===== src/rtl/prog_loader_pkg.sv =====
// Shared types and constants for the program loader (state encoding, widths, defaults).
// No logic, no latency. PROG_LOADER_CSUM_EN adds the checksum state to the encoding.
// Backpressure: not applicable.
package prog_loader_pkg;
    localparam int ADDR_W = 4;
    localparam int WORD_W = 8;
    localparam int DEPTH_DEF = 16;
    localparam logic [WORD_W-1:0] MAGIC_DEF = 8'hA5;

`ifdef PROG_LOADER_CSUM_EN
    typedef enum logic [2:0] {IDLE, HDR, LEN, DATA, CSUM, RUN, ERR} state_t;
`else
    typedef enum logic [2:0] {IDLE, HDR, LEN, DATA, RUN, ERR} state_t;
`endif
endpackage


===== src/rtl/prog_loader_if.sv =====
// Byte-stream load port plus CPU fetch port of the program loader.
// No logic, no latency; master drives stream and fetch address, slave is the loader.
// Backpressure: in_ready from the slave qualifies each in_valid byte.
interface prog_loader_if;
    import prog_loader_pkg::*;

    logic              start;
    logic              in_valid;
    logic [WORD_W-1:0] in_data;
    logic              in_ready;
    logic [ADDR_W-1:0] cpu_addr;
    logic [WORD_W-1:0] cpu_instr;
    logic              cpu_run;
    logic              busy;
    logic              error;

    modport master (
        output start, in_valid, in_data, cpu_addr,
        input  in_ready, cpu_instr, cpu_run, busy, error
    );

    modport slave (
        input  start, in_valid, in_data, cpu_addr,
        output in_ready, cpu_instr, cpu_run, busy, error
    );
endinterface


===== src/rtl/prog_mem.sv =====
// DEPTH x 8 program store: one synchronous write port, one asynchronous read port.
// Write lands on the next rising edge; read is combinational.
// Backpressure: none, a write is taken every cycle wrEn is high.
module prog_mem
    import prog_loader_pkg::*;
#(
    parameter int DEPTH = DEPTH_DEF
) (
    input  logic              clk,
    input  logic              wrEn,
    input  logic [ADDR_W-1:0] wrAddr,
    input  logic [WORD_W-1:0] wrData,
    input  logic [ADDR_W-1:0] rdAddr,
    output logic [WORD_W-1:0] rdData
);
    logic [WORD_W-1:0] mem [DEPTH];

    // Contents are deliberately not reset; the loader masks stale words via its length.
    always_ff @(posedge clk) begin
        if (wrEn) begin
            mem[wrAddr] <= wrData;
        end
    end

    assign rdData = mem[rdAddr];
endmodule


===== src/rtl/prog_loader.sv =====
// Loads a MAGIC/length/data[/checksum] byte image into program memory and releases the CPU.
// cpu_run rises one cycle after the final accepted byte; cpu_instr is combinational.
// Backpressure: in_ready high only while loading; PROG_LOADER_CSUM_EN enables the checksum byte.
module prog_loader
    import prog_loader_pkg::*;
#(
    parameter int                DEPTH = DEPTH_DEF,
    parameter logic [WORD_W-1:0] MAGIC = MAGIC_DEF
) (
    input  logic          clk,
    input  logic          rst_n,
    prog_loader_if.slave  bus
);
    localparam logic [WORD_W-1:0] DEPTH_W = WORD_W'(DEPTH);
    localparam logic [ADDR_W:0]   ONE     = 1;

    state_t            state, stateNext;
    logic [ADDR_W:0]   lenQ, idxQ;
    logic              runQ;
    logic              xfer, wrEn, latchLen, loading;
    logic [WORD_W-1:0] rdData;
`ifdef PROG_LOADER_CSUM_EN
    logic [WORD_W-1:0] sumQ, sumChk;
    assign sumChk = sumQ + bus.in_data;
`endif

    assign xfer = bus.in_valid && bus.in_ready;

    always_comb begin
        stateNext = state;
        wrEn      = 1'b0;
        latchLen  = 1'b0;
        case (state)
            IDLE, RUN, ERR: if (bus.start) stateNext = HDR;
            HDR: if (xfer) stateNext = (bus.in_data == MAGIC) ? LEN : ERR;
            LEN: if (xfer) begin
                if (bus.in_data != '0 && bus.in_data <= DEPTH_W) begin
                    latchLen  = 1'b1;
                    stateNext = DATA;
                end else begin
                    stateNext = ERR;
                end
            end
            DATA: if (xfer) begin
                wrEn = 1'b1;
                if (idxQ == lenQ - ONE) begin
`ifdef PROG_LOADER_CSUM_EN
                    stateNext = CSUM;
`else
                    stateNext = RUN;
`endif
                end
            end
`ifdef PROG_LOADER_CSUM_EN
            CSUM: if (xfer) stateNext = (sumChk == '0) ? RUN : ERR;
`endif
            default: stateNext = IDLE;
        endcase
    end

    always_ff @(posedge clk or negedge rst_n) begin
        if (!rst_n) begin
            state <= IDLE;
            lenQ  <= '0;
            idxQ  <= '0;
            runQ  <= 1'b0;
        end else begin
            state <= stateNext;
            runQ  <= (stateNext == RUN);
            if (latchLen) begin
                lenQ <= bus.in_data[ADDR_W:0];
                idxQ <= '0;
            end else if (wrEn) begin
                idxQ <= idxQ + ONE;
            end
        end
    end

`ifdef PROG_LOADER_CSUM_EN
    always_ff @(posedge clk or negedge rst_n) begin
        if (!rst_n) begin
            sumQ <= '0;
        end else if (latchLen) begin
            sumQ <= '0;
        end else if (wrEn) begin
            sumQ <= sumQ + bus.in_data;
        end
    end
`endif

    always_comb begin
        loading = (state == HDR) || (state == LEN) || (state == DATA);
`ifdef PROG_LOADER_CSUM_EN
        loading = loading || (state == CSUM);
`endif
    end

    prog_mem #(.DEPTH(DEPTH)) u_mem (
        .clk    (clk),
        .wrEn   (wrEn),
        .wrAddr (idxQ[ADDR_W-1:0]),
        .wrData (bus.in_data),
        .rdAddr (bus.cpu_addr),
        .rdData (rdData)
    );

    assign bus.in_ready  = loading;
    assign bus.busy      = loading;
    assign bus.error     = (state == ERR);
    assign bus.cpu_run   = runQ;
    assign bus.cpu_instr = (runQ && ({1'b0, bus.cpu_addr} < lenQ)) ? rdData : '0;
endmodule


===== src/flat_wrapper.sv =====
// flat-port wrapper written by rule: the top's interface ports become plain ports
module prog_loader_flat import prog_loader_pkg::*;
#(
    parameter int                DEPTH = DEPTH_DEF,
    parameter logic [WORD_W-1:0] MAGIC = MAGIC_DEF
)
  (clk, rst_n, bus_start, bus_in_valid, bus_in_data, bus_cpu_addr, bus_in_ready, bus_cpu_instr, bus_cpu_run, bus_busy, bus_error);
  prog_loader_if bus_i ();
  input  logic clk;
  input  logic rst_n;
  input wire logic [$bits(bus_i.start)-1:0] bus_start;
  input wire logic [$bits(bus_i.in_valid)-1:0] bus_in_valid;
  input wire logic [$bits(bus_i.in_data)-1:0] bus_in_data;
  input wire logic [$bits(bus_i.cpu_addr)-1:0] bus_cpu_addr;
  output wire logic [$bits(bus_i.in_ready)-1:0] bus_in_ready;
  output wire logic [$bits(bus_i.cpu_instr)-1:0] bus_cpu_instr;
  output wire logic [$bits(bus_i.cpu_run)-1:0] bus_cpu_run;
  output wire logic [$bits(bus_i.busy)-1:0] bus_busy;
  output wire logic [$bits(bus_i.error)-1:0] bus_error;
  assign bus_i.start = bus_start;
  assign bus_i.in_valid = bus_in_valid;
  assign bus_i.in_data = bus_in_data;
  assign bus_i.cpu_addr = bus_cpu_addr;
  assign bus_in_ready = bus_i.in_ready;
  assign bus_cpu_instr = bus_i.cpu_instr;
  assign bus_cpu_run = bus_i.cpu_run;
  assign bus_busy = bus_i.busy;
  assign bus_error = bus_i.error;
  prog_loader #(.DEPTH(DEPTH), .MAGIC(MAGIC)) u_core (.clk(clk), .rst_n(rst_n), .bus(bus_i));
endmodule

===== config.mk =====
export PLATFORM = sky130hd
export DESIGN_NAME = prog_loader_flat
export DESIGN_NICKNAME = d
export VERILOG_FILES = /design/src/rtl/prog_loader_pkg.sv /design/src/rtl/prog_loader_if.sv /design/src/rtl/prog_mem.sv /design/src/rtl/prog_loader.sv /design/src/flat_wrapper.sv
export SDC_FILE = /design/constraint.sdc
export NUM_CORES = 1
export LEC_CHECK = 0
export CAP_MARGIN = 0
export CORE_ASPECT_RATIO = 0.7
export CORE_UTILIZATION = 55
export CTS_BUF_LIST = sky130_fd_sc_hd__clkbuf_8
export CTS_CLUSTER_DIAMETER = 120
export DETAILED_ROUTE_END_ITERATION = 12
export PLACE_DENSITY = 0.81
export RECOVER_POWER = 25
export SLEW_MARGIN = 20
export SYNTH_ARGS = -nofsm -noshare
export SYNTH_HDL_FRONTEND = slang
export SYNTH_SLANG_ARGS = --single-unit

===== constraint.sdc =====
create_clock -name clk -period 4.9 [get_ports clk]
set_input_delay 0.98 -clock clk [delete_from_list [all_inputs] [get_ports clk]]
set_output_delay 0.98 -clock clk [all_outputs]
set_load 0.05 [all_outputs]

* Yosys cells after proc, flatten, opt, wreduce, memory -nomap -nowiden
Memories as Yosys holds them, arrays and structs flattened.
Cells that the tools add are included.
** Word-level totals
- Register bits after elaboration :: 14
- Memory bits (writable) :: 128
- Bits of input ports :: 16
- Output and inout port bits :: 12
- Memories kept :: 1
** Memories
- u_core.u_mem.mem :: depth 16, bits a word 8, rd ports 1, clocked after Yosys merged registers in 0, wr ports 1, RTL line prog_mem.sv:16 : logic [WORD_W-1:0] mem [DEPTH];
** Operators by class
- Add/sub/neg operators :: 2
- $lt $le $gt $ge :: 2
- Eq/ne operators :: 8
- Multiplexer cells :: 18
- Reduce and logical (&&, ||, !) cells :: 9
** Operators by type and width (count)
- 2-to-1 mux 3 bit :: 7
- case mux 3 bit (4 select lines) :: 1
- 2-to-1 mux 5 bit :: 2
- == test 3 bit, second input constant :: 3
- == test 8 bit, second input constant :: 1
- less-or-equal comparator 8 x 5 -> 1 bit, second input constant :: 1
- 2-to-1 mux 8 bit :: 1
- nonzero test 8 bit :: 1
- 2-to-1 mux 1 bit :: 7
- == test 3 x 2 -> 1 bit, second input constant :: 2
- adder 5 x 1 -> 5 bit, second input constant :: 1
- == test 5 bit :: 1
- less-than comparator 4 x 5 -> 1 bit :: 1
- subtractor 5 x 1 -> 5 bit, second input constant :: 1
- == test 3 x 1 -> 1 bit, second input constant :: 1
- logical AND 1 bit :: 3
- logical NOT 3 bit :: 1
- OR reduction 3 bit :: 1
- logical OR 1 bit :: 2
- nonzero test 2 bit :: 1

* Longest topological paths before layout
- Depth in word-level cells :: 8
- Mapped depth :: 7
- Depth with buffers taken out :: 7

* Hierarchy
From an unflattened synthesis, not the netlist that was laid out.
** Unflattened totals
- Cells, all modules :: 336
- Area, all modules :: 5997.0 um^2
** Modules (own cells, without submodules)
- prog_mem :: times used 1, cells an instance 221, area an instance 4987.3 um^2, seq. area each 3843.7 um^2
- prog_loader :: times used 1, cells an instance 115, area an instance 1009.7 um^2, seq. area each 350.3 um^2

* Worst setup path after synthesis
No wires, ideal clock.
- Path kind :: input to output
- From :: input bus_cpu_addr[0]
- To :: output bus_cpu_instr[0]
- Arrival time :: 2644 ps
- Required time :: 3920 ps
- Path slack :: 1276 ps
- Cell stages on the path :: 6
- Cell sequence :: buf_2 nand2b_1 a21o_1 a21oi_1 o221ai_1 a21oi_1
** Between the ends
- Cells in the longest elaborated chain, start to end :: 3
- Elaborated cells on any way between the ends :: 4
- Those cells by class :: order compare: 1; mux: 1; reduce/logical: 1; memory: 1
** RTL lines
- start, declared :: RTL line flat_wrapper.sv:14 : input wire logic [$bits(bus_i.cpu_addr)-1:0] bus_cpu_addr;
- less-than comparator 4 x 5 -> 1 bit :: RTL line prog_loader.sv:111 : assign bus.cpu_instr = (runQ && ({1'b0, bus.cpu_addr} < lenQ)) ? rdData : '0;
- logical AND 1 bit :: RTL line prog_loader.sv:111
- 2-to-1 mux 8 bit * :: RTL line prog_loader.sv:111
- end, declared :: RTL line flat_wrapper.sv:16 : output wire logic [$bits(bus_i.cpu_instr)-1:0] bus_cpu_instr;
Every way passes the cells marked *; elsewhere a longest branch is shown, timed or not.

* Final worst setup path
- From :: input bus_cpu_addr[2]
- To :: output bus_cpu_instr[6]
The elaborated chain is that of the path after synthesis.

==> reports/results.tsv <==
metric	value	unit
status	finished, final reports clean	
GRT overflow	0	
Async SR Flop Fraction	9.86	%
crit path DAT	3.18	ns
crit path capture type	primary output	
Logic pwr share	6.5	%
Detailed Route Iter0 Violations	338	
post-DR wirelength/cell	23.9	microns
cell count after synthesis	327	
Pwr Total	2.32	mW
Primary FF master, synth	edfxtp_1	
RSZ-0062 raised after global routing	no	
Fmax achieved	240	MHz
Slew headroom	32.6	%
mean post-synth cell area	18.0	sq um
Max-cap violations	0	
top-area cell type share of the netlist area	65.2	%
CP max FO	9	
PD cells	344	nW/um^2
io pins	28	
CTS tree	done	
clock sinks	142	
latest clock arrival within the worst-skew pair	0.44	ns
P_int	1.82	mW
Switch Pwr	501	uW
fillers	706	
Starting Density	56.8	%
vias	3121	
routability cong.	0.828	
Critical Path Source Type	primary input	
Tot GR Track Use	23.6	%
Final period util	84.9	%
VDD IR-drop max	0.211	mV
top-count cell post-synth	edfxtp_1	
cell area after synthesis	5900	sq um
register bit total from synthesis	142	
die height	88.7	microns
EDFF count, synth	128	
hold_buf cts	0	
Final nets	388	
initial antenna violation count	0	
die area	11200	sq um
Area Overhead vs Synth	14.2	%
clk buf depth	2	
num rows	31	
final setup vio count	0	
worst min-delay path category	register to register	
worst slew pin tran	1.01	ns
ant diodes	0	
WL final	12100	microns
largest net degree at the start of global routing	31	
Sequential Power Share	57.6	%
Synth cell types	39	
Synth warnings	0	
post-DP HPWL	7820	microns
Mapped Nets	351	
core area	10400	sq um
DRT antenna net count	0	
ratio of cells with drive above 1 in the final layout	22.1	%
min Tclk post-route	4.16	ns
area leader, netlist	edfxtp_1	
switching share of power	21.6	%
Post-CTS Setup Bufs	0	
Post-Route Setup TNS	0	ns
WP data required	3.92	ns
clock network power share	35.9	%
Die Width	126	microns
Setup Skew	0.00878	ns
commonest cells in the netlist	edfxtp_1, mux4_2, nor2_1	
Clock transition at path regs	0.07	ns
WS Path Type	primary input to primary output	
Lkg Pwr	2.23	nW
Via density	6.16	
final slew viol count	0	
drt pass-1 iters	4	
final hold vios	0	
first-pass GRT wire length	18200	microns
H-Tree Depth	4	
Root Buffer Master	clkbuf_8	
vias in the first global route	3118	
port bufs	27	
DR DRC count	0	
Area contributors post-synth	edfxtp_1, mux4_2, dfrtp_1	
TritonCTS buffer count	17	
post-CTS sizing	0	
sequential-to-total area share from yosys stat	71.1	%
[metrics by stage]
stage	instance area, sq um	cells	hold slack (ns)	util [%]	setup WS, ns
final	6740	507	0.544	64.8	0.739
after floorplan	5900	327	0.504	-	1.28
after global placement	6380	477	0.520	61.4	0.831
after global routing	6740	507	0.598	64.8	0.660
after detailed placement	6390	477	0.533	61.5	0.741
after CTS	6740	507	0.551	64.8	0.741
[flip-flops by register name (all words and copies together) (netlist names)]
name,flops
u_core.idxQ,5
u_core.state,3
u_core.bus.cpu_run,1
u_core.u_mem.mem,128
u_core.lenQ,5
[layout by cell type (no fill, tap or decap), types with 2 or more instances in the layout]
master and instances:
buf_12 8, nor4_1 3, nor3_1 3, clkdlybuf4s50_1 12
a22oi_1 14, a21oi_1 11, mux4_2 32, mux2_2 8
nand3_1 2, clkinv_1 5, xnor2_1 6, clkinv_2 3
inv_1 9, nor3_2 4, dlygate4sd3_1 6, nand2b_1 5
nand4_1 2, clkbuf_1 3, ha_1 8, nor2b_1 5
xor2_1 5, edfxtp_1 128, buf_4 4, nor2_1 24
o21ai_0 3, dfrtp_1 14, nand2_1 10, bufinv_16 2
clkbuf_8 17, and2_1 2
[kinds of logic (layout without fill, tap and decap cells)]
logic type | count (synthesis) | count (layout) | share of synthesized area, %
adders and majority gates | 8 | 8 | 1.70
DFF | 142 | 142 | 71.1
xor gates and xnor gates | 11 | 11 | 1.63
and+or+nand+nor | 66 | 66 | 5.75
AOI/OAI and AO/OA | 36 | 36 | 4.14
buffers and inverters | 23 | 71 | 1.78
muxes | 41 | 41 | 13.9
[routing by layer]
metal / global-route usage [%] / vias to the layer above / wire length, microns
met4: 9.53 / 0 / 177
li1: - / 1379 / -
met5: 0 / - / 0
met1: 32.8 / 1605 / 5520
met2: 36.6 / 121 / 5730
met3: 6.05 / 16 / 717
[worst paths after layout]
kind	startpoint	end	cells after the start	slack (ns)
worst max-delay path	bus_cpu_addr[2]	bus_cpu_instr[6]	6	0.74
worst min-delay path	u_core.lenQ[1]$_DFFE_PN0P_	u_core.lenQ[1]$_DFFE_PN0P_	1	0.54
worst max register to register	u_core.state[0]$_DFF_PN0_	u_core.idxQ[4]$_DFFE_PN0P_	5	2.45
worst min register to register	u_core.lenQ[1]$_DFFE_PN0P_	u_core.lenQ[1]$_DFFE_PN0P_	1	0.54
max in group asynchronous	rst_n	u_core.lenQ[3]$_DFFE_PN0P_	1	3.50
min in group asynchronous	rst_n	u_core.state[0]$_DFF_PN0_	1	1.00
[power groups by stage]
stage	Clock, mW	Sequential (mW)	Combinational, mW
2_1_floorplan	0	1.36	0.0898
3_3_place_gp	0	1.36	0.147
3_5_place_dp	0	1.36	0.153
4_1_cts	0.843	1.33	0.154
5_1_grt	0.892	1.33	0.161
6_report	0.832	1.33	0.151
[cell type report]
cell class              count  area (sq um)  share of cell area (%)
clock inverters            13           109                    1.62
multi-input cells         162          1620                    24.1
inverters                   7          26.3                   0.390
clock buffers              17           234                    3.47
flip-flops and latches    142          4190                    62.3
well taps                 132           165                    2.45
repair buffers             34           387                    5.74
[worst max-delay path: stages]
cell,delay (ns)
clkdlybuf4s50_1,0.58
ha_1,0.37
a21oi_1,0.06
o221ai_1,0.78
nor2_1,0.19
buf_12,0.21
Power figures use the tool's default switching activity.
